==> src/rtl/rv_mem_arbiter_if.sv <==
// rv_mem_arbiter_if: I/D requester ports plus shared memory port of the arbiter
// Ports: i_* fetch request/grant/response, d_* data request/grant/response,
//        mem_* shared single-port memory request/grant/response.
// slave = arbiter view, master = requester/memory side (core wrapper or bench).
interface rv_mem_arbiter_if #(parameter int XLEN = 32);
    logic              i_req_i;
    logic [XLEN-1:0]   i_addr_i;
    logic              i_gnt_o;
    logic              i_rvalid_o;
    logic [XLEN-1:0]   i_rdata_o;
    logic              d_req_i;
    logic              d_we_i;
    logic [XLEN/8-1:0] d_be_i;
    logic [XLEN-1:0]   d_addr_i;
    logic [XLEN-1:0]   d_wdata_i;
    logic              d_gnt_o;
    logic              d_rvalid_o;
    logic [XLEN-1:0]   d_rdata_o;
    logic              mem_req_o;
    logic              mem_we_o;
    logic [XLEN/8-1:0] mem_be_o;
    logic [XLEN-1:0]   mem_addr_o;
    logic [XLEN-1:0]   mem_wdata_o;
    logic              mem_gnt_i;
    logic              mem_rvalid_i;
    logic [XLEN-1:0]   mem_rdata_i;
    modport slave (
        input  i_req_i, i_addr_i, d_req_i, d_we_i, d_be_i, d_addr_i, d_wdata_i,
               mem_gnt_i, mem_rvalid_i, mem_rdata_i,
        output i_gnt_o, i_rvalid_o, i_rdata_o, d_gnt_o, d_rvalid_o, d_rdata_o,
               mem_req_o, mem_we_o, mem_be_o, mem_addr_o, mem_wdata_o
    );
    modport master (
        output i_req_i, i_addr_i, d_req_i, d_we_i, d_be_i, d_addr_i, d_wdata_i,
               mem_gnt_i, mem_rvalid_i, mem_rdata_i,
        input  i_gnt_o, i_rvalid_o, i_rdata_o, d_gnt_o, d_rvalid_o, d_rdata_o,
               mem_req_o, mem_we_o, mem_be_o, mem_addr_o, mem_wdata_o
    );
endinterface

==> src/rtl/rv_mem_arbiter.sv <==
// rv_mem_arbiter: shares one memory bus between fetch (I) and data (D) ports
// Ports: clk_i clock, arst_i async active-high reset, bus slave modport carrying
//        the I/D requester handshakes and the shared memory request/response.
// One outstanding transaction; D has priority, bounded by a streak guard for I.
module rv_mem_arbiter #(
    parameter int XLEN         = 32,
    parameter int MAX_D_STREAK = 4
) (
    input logic              clk_i,
    input logic              arst_i,
    rv_mem_arbiter_if.slave  bus
);
    localparam int SW = (MAX_D_STREAK > 0) ? $clog2(MAX_D_STREAK + 1) : 1;
    typedef enum logic [1:0] {IDLE, ADDR, RESP} state_t;
    state_t        state, state_nx;
    logic          owner_d, owner_nx, cur_d, forced, req_any, fire;
    logic [SW-1:0] streak, streak_nx;
    always_ff @(posedge clk_i or posedge arst_i) begin
        if (arst_i) begin
            state   <= IDLE;
            owner_d <= 1'b0;
            streak  <= '0;
        end else begin
            state   <= state_nx;
            owner_d <= owner_nx;
            streak  <= streak_nx;
        end
    end
    always_comb begin
        forced  = (MAX_D_STREAK != 0) && (streak == SW'(MAX_D_STREAK)) && bus.i_req_i;
        // In IDLE the select is live; afterwards the latched owner drives the bus.
        cur_d   = (state == IDLE) ? (bus.d_req_i && !forced) : owner_d;
        req_any = (state == IDLE) ? (bus.i_req_i || bus.d_req_i) : (state == ADDR);
        fire    = req_any && bus.mem_gnt_i;
        bus.mem_req_o   = req_any;
        bus.mem_we_o    = req_any && cur_d && bus.d_we_i;
        bus.mem_be_o    = !req_any ? '0 : cur_d ? bus.d_be_i : {(XLEN/8){1'b1}};
        bus.mem_addr_o  = !req_any ? '0 : cur_d ? bus.d_addr_i : bus.i_addr_i;
        bus.mem_wdata_o = (req_any && cur_d) ? bus.d_wdata_i : '0;
        bus.i_gnt_o     = fire && !cur_d;
        bus.d_gnt_o     = fire && cur_d;
        bus.i_rvalid_o  = (state == RESP) && bus.mem_rvalid_i && !owner_d;
        bus.d_rvalid_o  = (state == RESP) && bus.mem_rvalid_i && owner_d;
        bus.i_rdata_o   = bus.mem_rdata_i;
        bus.d_rdata_o   = bus.mem_rdata_i;
        owner_nx  = (state == IDLE && req_any) ? cur_d : owner_d;
        streak_nx = (fire && cur_d && bus.i_req_i) ?
                        ((streak == SW'(MAX_D_STREAK)) ? streak : streak + SW'(1)) :
                    fire ? '0 : streak;
        state_nx  = state;
        case (state)
            IDLE:    state_nx = req_any ? (bus.mem_gnt_i ? RESP : ADDR) : IDLE;
            ADDR:    state_nx = bus.mem_gnt_i ? RESP : ADDR;
            RESP:    state_nx = bus.mem_rvalid_i ? IDLE : RESP;
            default: state_nx = IDLE;
        endcase
    end
endmodule

==> src/flat_wrapper.sv <==
// flat-port wrapper written by rule: the top's interface ports become plain ports
module rv_mem_arbiter_flat 
#(
    parameter int XLEN         = 32,
    parameter int MAX_D_STREAK = 4
)
  (clk_i, arst_i, bus_i_req_i, bus_i_addr_i, bus_d_req_i, bus_d_we_i, bus_d_be_i, bus_d_addr_i, bus_d_wdata_i, bus_mem_gnt_i, bus_mem_rvalid_i, bus_mem_rdata_i, bus_i_gnt_o, bus_i_rvalid_o, bus_i_rdata_o, bus_d_gnt_o, bus_d_rvalid_o, bus_d_rdata_o, bus_mem_req_o, bus_mem_we_o, bus_mem_be_o, bus_mem_addr_o, bus_mem_wdata_o);
  rv_mem_arbiter_if #(.XLEN(XLEN)) bus_i ();
  input logic clk_i;
  input logic arst_i;
  input wire logic [$bits(bus_i.i_req_i)-1:0] bus_i_req_i;
  input wire logic [$bits(bus_i.i_addr_i)-1:0] bus_i_addr_i;
  input wire logic [$bits(bus_i.d_req_i)-1:0] bus_d_req_i;
  input wire logic [$bits(bus_i.d_we_i)-1:0] bus_d_we_i;
  input wire logic [$bits(bus_i.d_be_i)-1:0] bus_d_be_i;
  input wire logic [$bits(bus_i.d_addr_i)-1:0] bus_d_addr_i;
  input wire logic [$bits(bus_i.d_wdata_i)-1:0] bus_d_wdata_i;
  input wire logic [$bits(bus_i.mem_gnt_i)-1:0] bus_mem_gnt_i;
  input wire logic [$bits(bus_i.mem_rvalid_i)-1:0] bus_mem_rvalid_i;
  input wire logic [$bits(bus_i.mem_rdata_i)-1:0] bus_mem_rdata_i;
  output wire logic [$bits(bus_i.i_gnt_o)-1:0] bus_i_gnt_o;
  output wire logic [$bits(bus_i.i_rvalid_o)-1:0] bus_i_rvalid_o;
  output wire logic [$bits(bus_i.i_rdata_o)-1:0] bus_i_rdata_o;
  output wire logic [$bits(bus_i.d_gnt_o)-1:0] bus_d_gnt_o;
  output wire logic [$bits(bus_i.d_rvalid_o)-1:0] bus_d_rvalid_o;
  output wire logic [$bits(bus_i.d_rdata_o)-1:0] bus_d_rdata_o;
  output wire logic [$bits(bus_i.mem_req_o)-1:0] bus_mem_req_o;
  output wire logic [$bits(bus_i.mem_we_o)-1:0] bus_mem_we_o;
  output wire logic [$bits(bus_i.mem_be_o)-1:0] bus_mem_be_o;
  output wire logic [$bits(bus_i.mem_addr_o)-1:0] bus_mem_addr_o;
  output wire logic [$bits(bus_i.mem_wdata_o)-1:0] bus_mem_wdata_o;
  assign bus_i.i_req_i = bus_i_req_i;
  assign bus_i.i_addr_i = bus_i_addr_i;
  assign bus_i.d_req_i = bus_d_req_i;
  assign bus_i.d_we_i = bus_d_we_i;
  assign bus_i.d_be_i = bus_d_be_i;
  assign bus_i.d_addr_i = bus_d_addr_i;
  assign bus_i.d_wdata_i = bus_d_wdata_i;
  assign bus_i.mem_gnt_i = bus_mem_gnt_i;
  assign bus_i.mem_rvalid_i = bus_mem_rvalid_i;
  assign bus_i.mem_rdata_i = bus_mem_rdata_i;
  assign bus_i_gnt_o = bus_i.i_gnt_o;
  assign bus_i_rvalid_o = bus_i.i_rvalid_o;
  assign bus_i_rdata_o = bus_i.i_rdata_o;
  assign bus_d_gnt_o = bus_i.d_gnt_o;
  assign bus_d_rvalid_o = bus_i.d_rvalid_o;
  assign bus_d_rdata_o = bus_i.d_rdata_o;
  assign bus_mem_req_o = bus_i.mem_req_o;
  assign bus_mem_we_o = bus_i.mem_we_o;
  assign bus_mem_be_o = bus_i.mem_be_o;
  assign bus_mem_addr_o = bus_i.mem_addr_o;
  assign bus_mem_wdata_o = bus_i.mem_wdata_o;
  rv_mem_arbiter #(.XLEN(XLEN), .MAX_D_STREAK(MAX_D_STREAK)) u_core (.clk_i(clk_i), .arst_i(arst_i), .bus(bus_i));
endmodule
==> config.mk <==
export PLATFORM = sky130hd
export DESIGN_NAME = rv_mem_arbiter_flat
export DESIGN_NICKNAME = d
export VERILOG_FILES = /design/src/rtl/rv_mem_arbiter_if.sv /design/src/rtl/rv_mem_arbiter.sv /design/src/flat_wrapper.sv
export SDC_FILE = /design/constraint.sdc
export NUM_CORES = 1
export LEC_CHECK = 0
export BUFFER_PORTS_ARGS = -buffer_cell sky130_fd_sc_hd__buf_2
export CAP_MARGIN = 20
export CORE_AREA = 2 2 109 111
export CTS_CLUSTER_SIZE = 20
export DETAILED_ROUTE_END_ITERATION = 10
export DIE_AREA = 0 0 111 113
export PLACE_DENSITY = 0.57
export SLEW_MARGIN = 20
export SYNTH_ARGS = -nofsm -noshare
export SYNTH_HDL_FRONTEND = slang
export SYNTH_SLANG_ARGS = --single-unit
==> constraint.sdc <==
create_clock -name clk_i -period 1.9 [get_ports clk_i]
set_input_delay 0.095 -clock clk_i [delete_from_list [all_inputs] [get_ports clk_i]]
set_output_delay 0.095 -clock clk_i [all_outputs]
set_load 0.02 [all_outputs]
==> key figures, run 1 <==
Clocking
  • Clock insertion delay at the later pin of the skew report: approximately 230 ps
  • TritonCTS clock tree: done
  • Clk sinks: 6
  • Clock tree buffer depth: 2
  • TritonCTS buffer count: 3
  • Clock Pin Slew Worst Setup and Hold Paths: about 30 ps
  • Htree depth: 1
  • CTS Root Cell: clkbuf_16

Critical path
  • Worst flop-to-flop path startpoint: u_core.state[1]
  • Worst setup SP type: flip-flop
  • Top delay family on crit path: buffers and inverters
  • Buf/Inv on CP: 4
  • Worst reg-to-reg path cell count: 5
  • Critical Path, Cell by Cell: inv_2, ha_4, nand3_4, a31oi_4, buf_6, buf_12, mux2i_4, nor2_1, buf_2
  • Crit path DAT: about 1900 ps
  • Crit path max fanout: 8
  • R2R Path End: u_core.streak[0]
  • Req. time, crit path: about 1800 ps
  • Slowest cell on the critical path: dfrtp_1
  • R2R setup slack: roughly 120 ps
  • CP Class: reg2out
  • Max incr delay on CP: about 380 ps
  • Worst setup EP type: output port

Outcome
  • Failing checks: setup timing
  • Run status: finished, violations left

Routing
  • Final wirelength: 6560 um
  • Final ANT Viol Nets: 0
  • Vias: 1871
  • Drt pass-1 iters: 4
  • DR vias/cell: 3.83
  • Starting DRT DRC Count: 50
  • DRC errors left: 0
  • Routed wire per std cell: 13.4 um

Final layout
  • Share of cells above drive strength 1: between 60% and 70%
  • Final Cell Area: approximately 2600 um2
  • Ant diodes: 0
  • Fin nets: between 400 and 500
  • Area growth from synthesis to layout: 58.6%
  • Post-Layout Cell Count: between 400 and 500

Pwr
  • Peak supply drop: approximately 0.3 mV
  • Leak Pwr: around 1.5 nW
  • Pwr/cell area: between 1000 and 1500 nW/um2

Timing
  • Fmax: approximately 500 MHz
  • RSZ-0062 raised after global routing: yes
  • Endpoints failing hold: 0
  • Worst slew margin: about three quarters
  • Period utilisation layout: 103%
  • Worst setup margin: -53.6 ps
  • Setup violators final: 15
  • Min Tclk post-route: 1950 ps
  • Worst-margin pin slew: approximately 400 ps
  • Worst Clk Skew: 0.659 ps
  • Max Slew Vio Count: 0

Die
  • Die W: 111 um
  • Die H: ~110 um
  • CORE AREA: about 11000 um2
  • Std cell rows: 39
  • # IOs: ~280
  • Initial core utilization: 14.3%
  • Area of the die: 12500 um2

Global routing
  • GRT Total Usage: ~9.6%
  • Vias in the first global route: between 1500 and 2000
  • Antenna violations before repair: 0
  • Grt total ovfl: 0
  • Largest net degree at the start of global routing: 39
  • First-pass GRT wire length: ~9700 um

Min path
  • Worst Hold Class: in2reg
  • Hold depth: 2
  • Hold Path Sink: u_core.state[0]
  • Hold_sp: bus_mem_gnt_i

Logic synthesis
  • Yosys reg bits: 6
  • YS warnings: 0
  • Top_reg_cell synth: dfrtp_1
  • Synth unique cells: 30
  • Syn avg cell area: 7.33 um2
  • Synth Instances: 220
  • Syn nets: around 360
  • Register area share after synthesis: under 10%
  • Cell Area, Synth: 1610 um2
  • EDFF count, synth: 0
  • Post-synth ARST share: between 90% and 100%

Placed design
  • GP Congestion: ~0.78
  • Post-DP Area: roughly 2200 um2
  • Port buffer count: 180
  • Dpl hpwl: about 5200 um
  • Dpl cells: between 400 and 500

Run
  • Max-cap violations: 0
==> metal layers <==
metal  up-vias  global-route usage, %  part of all wire (%)
met4         0                   3.75                   3.1
met2       113                   18.9                    53
li1        894                      -                     -
met3        27                   1.93                   9.0
met1       837                   10.0                    35
met5         -                      0                     0
==> worst max path at each step <==
stage	from	end	depth (start not counted)
after floorplan	u_core.streak[0]	bus_mem_addr_o[28]	7
after global placement	u_core.streak[0]	bus_mem_addr_o[6]	8
after detailed placement	u_core.streak[0]	bus_mem_addr_o[6]	8
after CTS	u_core.streak[1]	bus_mem_addr_o[6]	9
after global routing	u_core.streak[0]	bus_mem_addr_o[29]	9
final	u_core.streak[1]	bus_mem_addr_o[6]	9
==> kinds of logic (layout without fill, tap and decap cells) <==
family,count (synthesis),after routing,share of synthesized area [%]
muxes,33,33,20.6
adders and majority gates,2,2,1.55
DFF,6,6,9.31
AOI/OAI and AO/OA,6,6,3.88
buffers and inverters,81,207,34.8
and+or+nand+nor,92,92,29.9
==> flip-flops by register name, indices dropped and copies added (netlist names) <==
register / flops
u_core.owner_d: 1
u_core.streak: 3
u_core.state: 2
==> layout make-up <==
type / instances / area, um2
fill: 1268 / 8710
timing repair buffer: 198 / 1180
multi-input combinational: 133 / 951
tap: 143 / 179
sequential: 6 / 151
clock buffer: 3 / 75.1
inverter: 6 / 22.5
==> metrics by stage <==
stage | TNS (ps) | worst slack, ps | utilization, % | hold slack, ps | power (mW)
after global routing | -5220 | -158 | 22.7 | 41.7 | 3.11
after floorplan | 0 | 227 | - | -114 | 1.67
after CTS | -538 | -75.6 | 22.3 | 38.2 | 2.89
final | -264 | -53.6 | 22.7 | 35.1 | 2.90
after global placement | 0 | 72.1 | 19.6 | 45.2 | 2.09
after detailed placement | 0 | 33.4 | 19.6 | 47.8 | 2.12
==> worst register-to-register path, delay by kind of cell, from the launching register on <==
kind / cells / cell delay [ps]
buf+inv: 2 / 280
flops: 1 / 410
mux: 1 / 220
simple gates: 2 / 810
==> power breakdown <==
part / switching [mW] / internal, mW / total (mW)
Combinational: 1.26 / 1.10 / 2.37
Clock: 0.0688 / 0.270 / 0.339
Sequential: 0.0355 / 0.164 / 0.199
==> cell usage in the layout, fill, tap and decap left out, types with 2 or more instances in the layout <==
cell type	netlist	routed
and2_1	33	33
inv_1	6	4
buf_2	2	169
nor2_2	0	2
mux2i_2	0	2
nand2_1	2	2
dfrtp_1	6	5
inv_2	0	2
clkbuf_16	0	3
o21a_1	2	2
buf_16	0	3
buf_4	66	18
buf_12	0	3
buf_6	1	2
nor2_1	45	43
mux2i_1	32	29
==> cells in the mapped netlist, types with 2 or more instances <==
master    count  area, um2
buf_4        66        495
buf_2         2       10.0
ha_1          2       25.0
dfrtp_1       6        150
nand2_1       2       7.51
mux2i_1      32        320
o21a_1        2       15.0
nor2_1       45        169
clkbuf_1      5       18.8
and2_1       33        206
inv_1         6       22.5
==> timing repair <==
item	4_1_cts	5_1_grt
hold endpoints to repair	6	0
pin swaps	2	1
cloned	3	0
setup endpoints to repair	63	70
hold buffers	1	0
gates resized for setup	20	11
buffers inserted	9	2
Power figures use the tool's default switching activity.
==> run 2: changes to the inputs <==
--- a/config.mk
+++ b/config.mk
@@ -5,13 +5,13 @@
 export SDC_FILE = /design/constraint.sdc
 export NUM_CORES = 1
 export LEC_CHECK = 0
-export BUFFER_PORTS_ARGS = -buffer_cell sky130_fd_sc_hd__buf_2
 export CAP_MARGIN = 20
-export CORE_AREA = 2 2 109 111
+export CORE_AREA = 2 2 108 110
 export CTS_CLUSTER_SIZE = 20
 export DETAILED_ROUTE_END_ITERATION = 10
-export DIE_AREA = 0 0 111 113
-export PLACE_DENSITY = 0.57
+export DIE_AREA = 0 0 110 112
+export DONT_BUFFER_PORTS = 1
+export PLACE_DENSITY = 0.36
 export SLEW_MARGIN = 20
 export SYNTH_ARGS = -nofsm -noshare
 export SYNTH_HDL_FRONTEND = slang
==> run 2 against run 1 <==
  * The flow still finishes with violations (setup timing)
  * Sequential cell count stayed put
  * Power is 5.9% lower
  * Clock power hardly changed
  * Setup slack worse by 25 ps
  * Highest routed layer unchanged
  * Via count is 28% lower
  * Non-clock buffer count is 142 lower
  * Core utilization is 5.5 points lower
  * Critical path depth is 1 lower
  * First-iteration DRC count is 4.0% higher
  * Clock-buffer cell count stayed put
  * Cell count is 29% lower
  * Sequential share of layout area is 2.0 points higher
==> key figures, run 2 (synthesis gave the netlist of run 1 again) <==
Routing
  • Routed wire per std cell: 15.7 um (+17%)
  • Final ANT Viol Nets: 0 (unchanged)
  • Drt pass-1 iters: 4 (unchanged)
  • DRC errors left: 0 (unchanged)
  • Final wirelength: 5450 um (-17%)
  • DR vias/cell: 3.89 (+1.7%)
  • Vias: 1350 (-28%)
  • Starting DRT DRC Count: 52 (+4.0%)

Timing
  • Period utilisation layout: 104% (+1.3 points)
  • Min Tclk post-route: 1980 ps (+25.0 ps)
  • Endpoints failing hold: 0 (unchanged)
  • Hold WS: 43.5 ps (+8.39 ps)
  • Worst slew margin: 74.1% (+0.69 points)
  • Fmax: 505 MHz (-1.3%)
  • Worst-margin pin slew: 387 ps (-10.4 ps)
  • Fin Setup TNS: -973 ps (-709 ps)
  • RSZ-0062 raised after global routing: yes
  • Setup violators final: 34 (+19)
  • Worst setup margin: -78.6 ps (-25.0 ps)
  • Worst Clk Skew: 0.724 ps (+0.0645 ps)
  • Max Slew Vio Count: 0 (unchanged)

Run
  • Max-cap violations: 0 (unchanged)

Final layout
  • Top reg by flops: u_core.streak
  • Regs by FF count: u_core.streak: 3 flops, u_core.state: 2 flops, u_core.owner_d: 1 flops
  • Fillcell total: 1228 (-3.2%)
  • Share of cells above drive strength 1: 50.5% (-13 points)
  • Fin nets: 347 (-29%)
  • Ant diodes: 0 (unchanged)
  • Max reg flops: 3 (unchanged)
  • Final core utilization: 17.2% (-5.5 points)
  • Area growth from synthesis to layout: 19.0%
  • Commonest non-fill, non-tap cells in the layout: buf_4 (46), nor2_1 (42), mux2i_1 (32), and2_2 (30), dfrtp_1 (5)
  • Post-Layout Cell Count: 347 (-29%)
  • Leading cell type in the layout, fill and taps excluded: buf_4

Pwr
  • Pwr/cell area: 1420 nW/um2 (+25%)
  • Overall power: 2.73 mW (-5.9%)
  • Leak Pwr: 0.935 nW (-38%)
  • Peak supply drop: 0.389 mV (+27%)

Min path
  • Worst Hold Class: in2reg

Critical path
  • R2R setup slack: 90 ps (-30 ps)
  • Worst reg-to-reg path cell count: 9 (+4)
  • Crit path DAT: 1880 ps (+20 ps)
  • CP Class: reg2out
  • Worst flop-to-flop path startpoint: u_core.streak[0]
  • Worst setup EP type: output port
  • Req. time, crit path: 1800 ps (about the same)
  • R2R Path End: u_core.streak[2]
  • Crit path max fanout: 21 (+13)
  • CP endpoint: bus_mem_addr_o[3]
  • Worst setup SP type: flip-flop
  • CP Launch Point: u_core.streak[0]

Die
  • Initial core utilization: 14.4% (+0.12 points)
  • Std cell rows: 39 (unchanged)
  • # IOs: 277 (unchanged)
  • Die H: 112 um (-0.88%)
  • Die W: 110 um (-0.90%)
  • CORE AREA: 11200 um2 (-0.87%)
  • Area of the die: 12300 um2 (-1.8%)

Global routing
  • GRT Total Usage: 7.90% (-1.7 points)
  • Vias in the first global route: 1352 (-28%)
  • Antenna violations before repair: 0 (unchanged)
  • First-pass GRT wire length: 7220 um (-26%)
  • Largest net degree at the start of global routing: 39 (unchanged)
  • Grt total ovfl: 0 (unchanged)

Placed design
  • Dpl hpwl: 4250 um (-18%)
  • GP Congestion: 0.741 (-5.5%)
  • Port buffer count: 0 (-100%)
  • Dpl cells: 329 (-30%)

Clocking
  • TritonCTS clock tree: done
  • TritonCTS buffer count: 3 (unchanged)
  • Clock insertion delay at the later pin of the skew report: 230 ps (about the same)
  • Clock Pin Slew Worst Setup and Hold Paths: 30 ps (about the same)
  • Clock tree buffer depth: 2 (unchanged)
  • Htree depth: 1 (unchanged)
  • CTS Root Cell: clkbuf_16
  • Clk sinks: 6 (unchanged)

Outcome
  • Run status: finished, violations left
  • Failing checks: setup timing
[run 2: changes by cell type in the layout (fill, tap and decap cells not counted), sizes merged]
cell,delta
dlygate4sd3,+1
buf,-143
[run 2: worst min-delay path by stage]
stage                     cells past startpoint               to         from
final                                         3   u_core.owner_d  bus_i_req_i
after global routing                          3   u_core.owner_d  bus_i_req_i
after CTS                                     3   u_core.owner_d  bus_i_req_i
after detailed placement                      1  u_core.state[0]       arst_i
after global placement                        1  u_core.state[1]       arst_i
after floorplan                               1   u_core.owner_d       arst_i
[run 2: layout make-up]
| cell class | instances | area [um2] | area share, % |
|---|---|---|---|
| clock buffers | 3 | 75.1 | 3.91 |
| inverters | 6 | 22.5 | 1.17 |
| multi-input cells | 133 | 971 | 50.6 |
| flip-flops and latches | 6 | 151 | 7.89 |
| well taps | 143 | 179 | 9.32 |
| repair buffers | 56 | 520 | 27.1 |
[run 2: layer usage]
layer / GRT usage [%] / vias to the layer above / share of wire, %
met5: 0 / - / 0
met2: 15.9 / 125 / 55
li1: - / 611 / -
met3: 0.995 / 26 / 8.9
met4: 4.05 / 0 / 3.9
met1: 7.41 / 588 / 32
[run 2: power by group]
part | internal (mW) | switching, mW | total (mW) | leakage [nW]
clock network | 0.270 | 0.0694 | 0.339 | 0.0370
registers | 0.164 | 0.0347 | 0.198 | 0.0765
logic | 0.995 | 1.20 | 2.19 | 0.822
total | 1.43 | 1.30 | 2.73 | 0.935
[run 2: stage by stage]
| step | setup WS, ps | cell area [um2] |
|---|---|---|
| 6_report | -78.6 | 1920 |
| 5_1_grt | -184 | 1920 |
| 4_1_cts | -70.8 | 1840 |
| 3_5_place_dp | 22.9 | 1590 |
| 3_3_place_gp | 29.2 | 1590 |
| 2_1_floorplan | 227 | 1610 |
[run 2: timing repair]
| action | CTS | global route |
|---|---|---|
| endpoints found under the hold margin | 7 | 0 |
| cloned | 2 | 1 |
| gates resized for setup | 10 | 34 |
| pin swaps | 2 | 3 |
| setup endpoints to repair | 36 | 70 |
| setup buffers | 8 | 3 |
| hold buffers | 2 | 0 |
[run 2: critical path, cell delays in order (launching register included)]
cell     delay [ps]
dfrtp_1         390
inv_2            90
ha_4            140
nand3_4          80
a31oi_4         220
buf_12          240
mux2i_1         250
nor2_1           70
buf_4           160
==> run 3: changes to the inputs <==
--- a/config.mk
+++ b/config.mk
@@ -12,7 +12,7 @@
 export DIE_AREA = 0 0 110 112
 export DONT_BUFFER_PORTS = 1
 export PLACE_DENSITY = 0.36
-export SLEW_MARGIN = 20
+export SLEW_MARGIN = 30
 export SYNTH_ARGS = -nofsm -noshare
 export SYNTH_HDL_FRONTEND = slang
 export SYNTH_SLANG_ARGS = --single-unit
==> constraint.sdc (replaced) <==
create_clock -name clk_i -period 2.25 [get_ports clk_i]
set_input_delay 0.1125 -clock clk_i [delete_from_list [all_inputs] [get_ports clk_i]]
set_output_delay 0.1125 -clock clk_i [all_outputs]
set_load 0.02 [all_outputs]
==> run 3 against run 2 <==
  * The run now ends clean
  * Sequential cell count unchanged
  * Setup slack gained 230 ps
  * Die area unchanged
  * Routed wire length is 6.1% lower
  * Core utilization fell by 2.6 points
  * Cell count decreased by 5.8%
  * Combinational power fell by 33%
  * Clock skew rose by 0.71 ps
  * Design area down 15%
  * Register-to-register slack better by 320 ps
  * First-iteration DRC count decreased by 42%
  * Critical endpoint unchanged
  * Largest power group unchanged
==> key figures, run 3 (synthesis gave the netlist of run 1 again) <==
Outcome
  • Run status: completed

Routing
  • Starting DRT DRC Count: 30 (-42%)
  • Routed wire per std cell: 15.7 um (-0.32%)
  • Vias: 1271 (-5.9%)
  • Drt pass-1 iters: 4 (unchanged)
  • Final wirelength: 5120 um (-6.1%)
  • Final ANT Viol Nets: 0 (unchanged)
  • DR vias/cell: 3.89 (about the same)
  • DRC errors left: 0 (unchanged)

Global routing
  • Largest net degree at the start of global routing: 42 (+7.7%)
  • First-pass GRT wire length: 6830 um (-5.3%)
  • Vias in the first global route: 1298 (-4.0%)
  • Grt total ovfl: 0 (unchanged)
  • GRT Total Usage: 7.33% (-0.57 points)
  • Antenna violations before repair: 0 (unchanged)

Die
  • Area of the die: 12300 um2 (unchanged)
  • Die H: 112 um (unchanged)
  • Die W: 110 um (unchanged)
  • CORE AREA: 11200 um2 (unchanged)
  • Std cell rows: 39 (unchanged)
  • Initial core utilization: 14.4% (unchanged)
  • # IOs: 277 (unchanged)

Final layout
  • Regs by FF count: u_core.streak: 3 flops, u_core.state: 2 flops, u_core.owner_d: 1 flops
  • Post-Layout Cell Count: 327 (-5.8%)
  • Max reg flops: 3 (unchanged)
  • Share of cells above drive strength 1: 24.5% (-26 points)
  • Commonest non-fill, non-tap cells in the layout: nor2_1 (45), and2_1 (33), mux2i_1 (32), buf_4 (32)
  • Fin nets: 327 (-5.8%)
  • Leading cell type in the layout, fill and taps excluded: nor2_1
  • Area growth from synthesis to layout: 1.24%
  • Top reg by flops: u_core.streak
  • Final Cell Area: 1630 um2 (-15%)
  • Ant diodes: 0 (unchanged)

Clocking
  • Htree depth: 1 (unchanged)
  • TritonCTS buffer count: 3 (unchanged)
  • TritonCTS clock tree: done
  • Clock tree buffer depth: 2 (unchanged)
  • Clock insertion delay at the later pin of the skew report: 220 ps (about the same)
  • Clk sinks: 6 (unchanged)
  • Clock Pin Slew Worst Setup and Hold Paths: 30 ps (about the same)
  • CTS Root Cell: clkbuf_16

Run
  • Max-cap violations: 0 (unchanged)

Critical path
  • CP Launch Point: u_core.streak[0]
  • Crit path max fanout: 21 (unchanged)
  • CP endpoint: bus_mem_addr_o[3]
  • CP Class: reg2out
  • Crit path DAT: 1990 ps (+110 ps)
  • Worst setup SP type: flip-flop
  • Worst reg-to-reg path cell count: 7 (-2)
  • Req. time, crit path: 2140 ps (+340 ps)
  • R2R Path End: u_core.streak[2]
  • Worst flop-to-flop path startpoint: u_core.streak[0]
  • Worst setup EP type: output port
  • R2R setup slack: 410 ps (+320 ps)

Timing
  • Period utilisation layout: around 93%
  • Worst slew margin: 74.0% (-0.13 points)
  • Min Tclk post-route: between 2000 and 2500 ps
  • Worst-margin pin slew: 388 ps (+1.42 ps)
  • Setup violators final: 0 (-100%)
  • Fmax: 476 MHz
  • RSZ-0062 raised after global routing: no
  • Worst Clk Skew: 1.43 ps (+0.711 ps)
  • Endpoints failing hold: 0 (unchanged)
  • Max Slew Vio Count: 0 (unchanged)
  • Fin Setup TNS: 0 ps (+973 ps)

Min path
  • Worst Hold Class: in2reg

Placed design
  • Post-DP Area: 1510 um2 (-4.6%)
  • Dpl cells: 321 (-2.4%)
  • GP Congestion: 0.740 (about the same)
  • Dpl hpwl: 4200 um (-1.1%)
  • Port buffer count: 0 (unchanged)

Pwr
  • Leak Pwr: 0.790 nW (-16%)
  • Overall power: 1.92 mW (-30%)
  • Peak supply drop: 0.285 mV (-27%)
  • Pwr/cell area: 1180 nW/um2 (-17%)
## run 3: how the worst min path moves through the flow
stage / from / endpoint / slack, ps / cells past startpoint
after floorplan: arst_i / u_core.owner_d / -100 / 1
after global placement: arst_i / u_core.state[1] / -60 / 1
after detailed placement: arst_i / u_core.state[0] / -60 / 1
after CTS: bus_i_req_i / u_core.owner_d / 50 / 3
after global routing: bus_i_req_i / u_core.owner_d / 70 / 3
final: bus_i_req_i / u_core.owner_d / 60 / 3
## run 3: layer usage
| metal | up-vias | routed length [um] | global-route usage (%) |
|---|---|---|---|
| li1 | 570 | - | - |
| met3 | 25 | 453 | 0.820 |
| met2 | 122 | 2850 | 14.8 |
| met4 | 0 | 203 | 4.05 |
| met5 | - | 0 | 0 |
| met1 | 554 | 1610 | 6.81 |
## run 3: area by class of cell
cell class / instances / area, um2
Sequential cell: 6 / 150
Inverter: 6 / 22.5
Fill cell: 1264 / 9540
Clock buffer: 3 / 75.1
Multi-Input combinational cell: 133 / 901
Timing Repair Buffer: 36 / 305
Tap cell: 143 / 179
## run 3: report_power, final
group	switching, mW	internal [mW]
registers	0.0305	0.137
logic	0.916	0.557
clock network	0.0548	0.228
## run 3: metrics by stage
step	setup slack (ps)	hold WS (ps)	utilization [%]
after floorplan	560	-96.5	-
after global placement	361	-60.1	13.5
after detailed placement	355	-63.2	13.5
after CTS	98.5	51.3	14.4
after global routing	16.8	67.3	14.6
final	147	57.4	14.6
## run 3: critical path, cell delays in order (launching register included)
cell	delay, ps
dfrtp_1	370
inv_1	80
ha_1	140
nand3_1	140
a31oi_4	290
buf_12	230
mux2i_1	260
nor2_1	60
buf_4	170
## run 3: timing repair
item	CTS	global route
gates resized for setup	0	0
hold buffers	2	0
buffers inserted	0	0
setup endpoints to repair	0	1
endpoints found under the hold margin	7	0
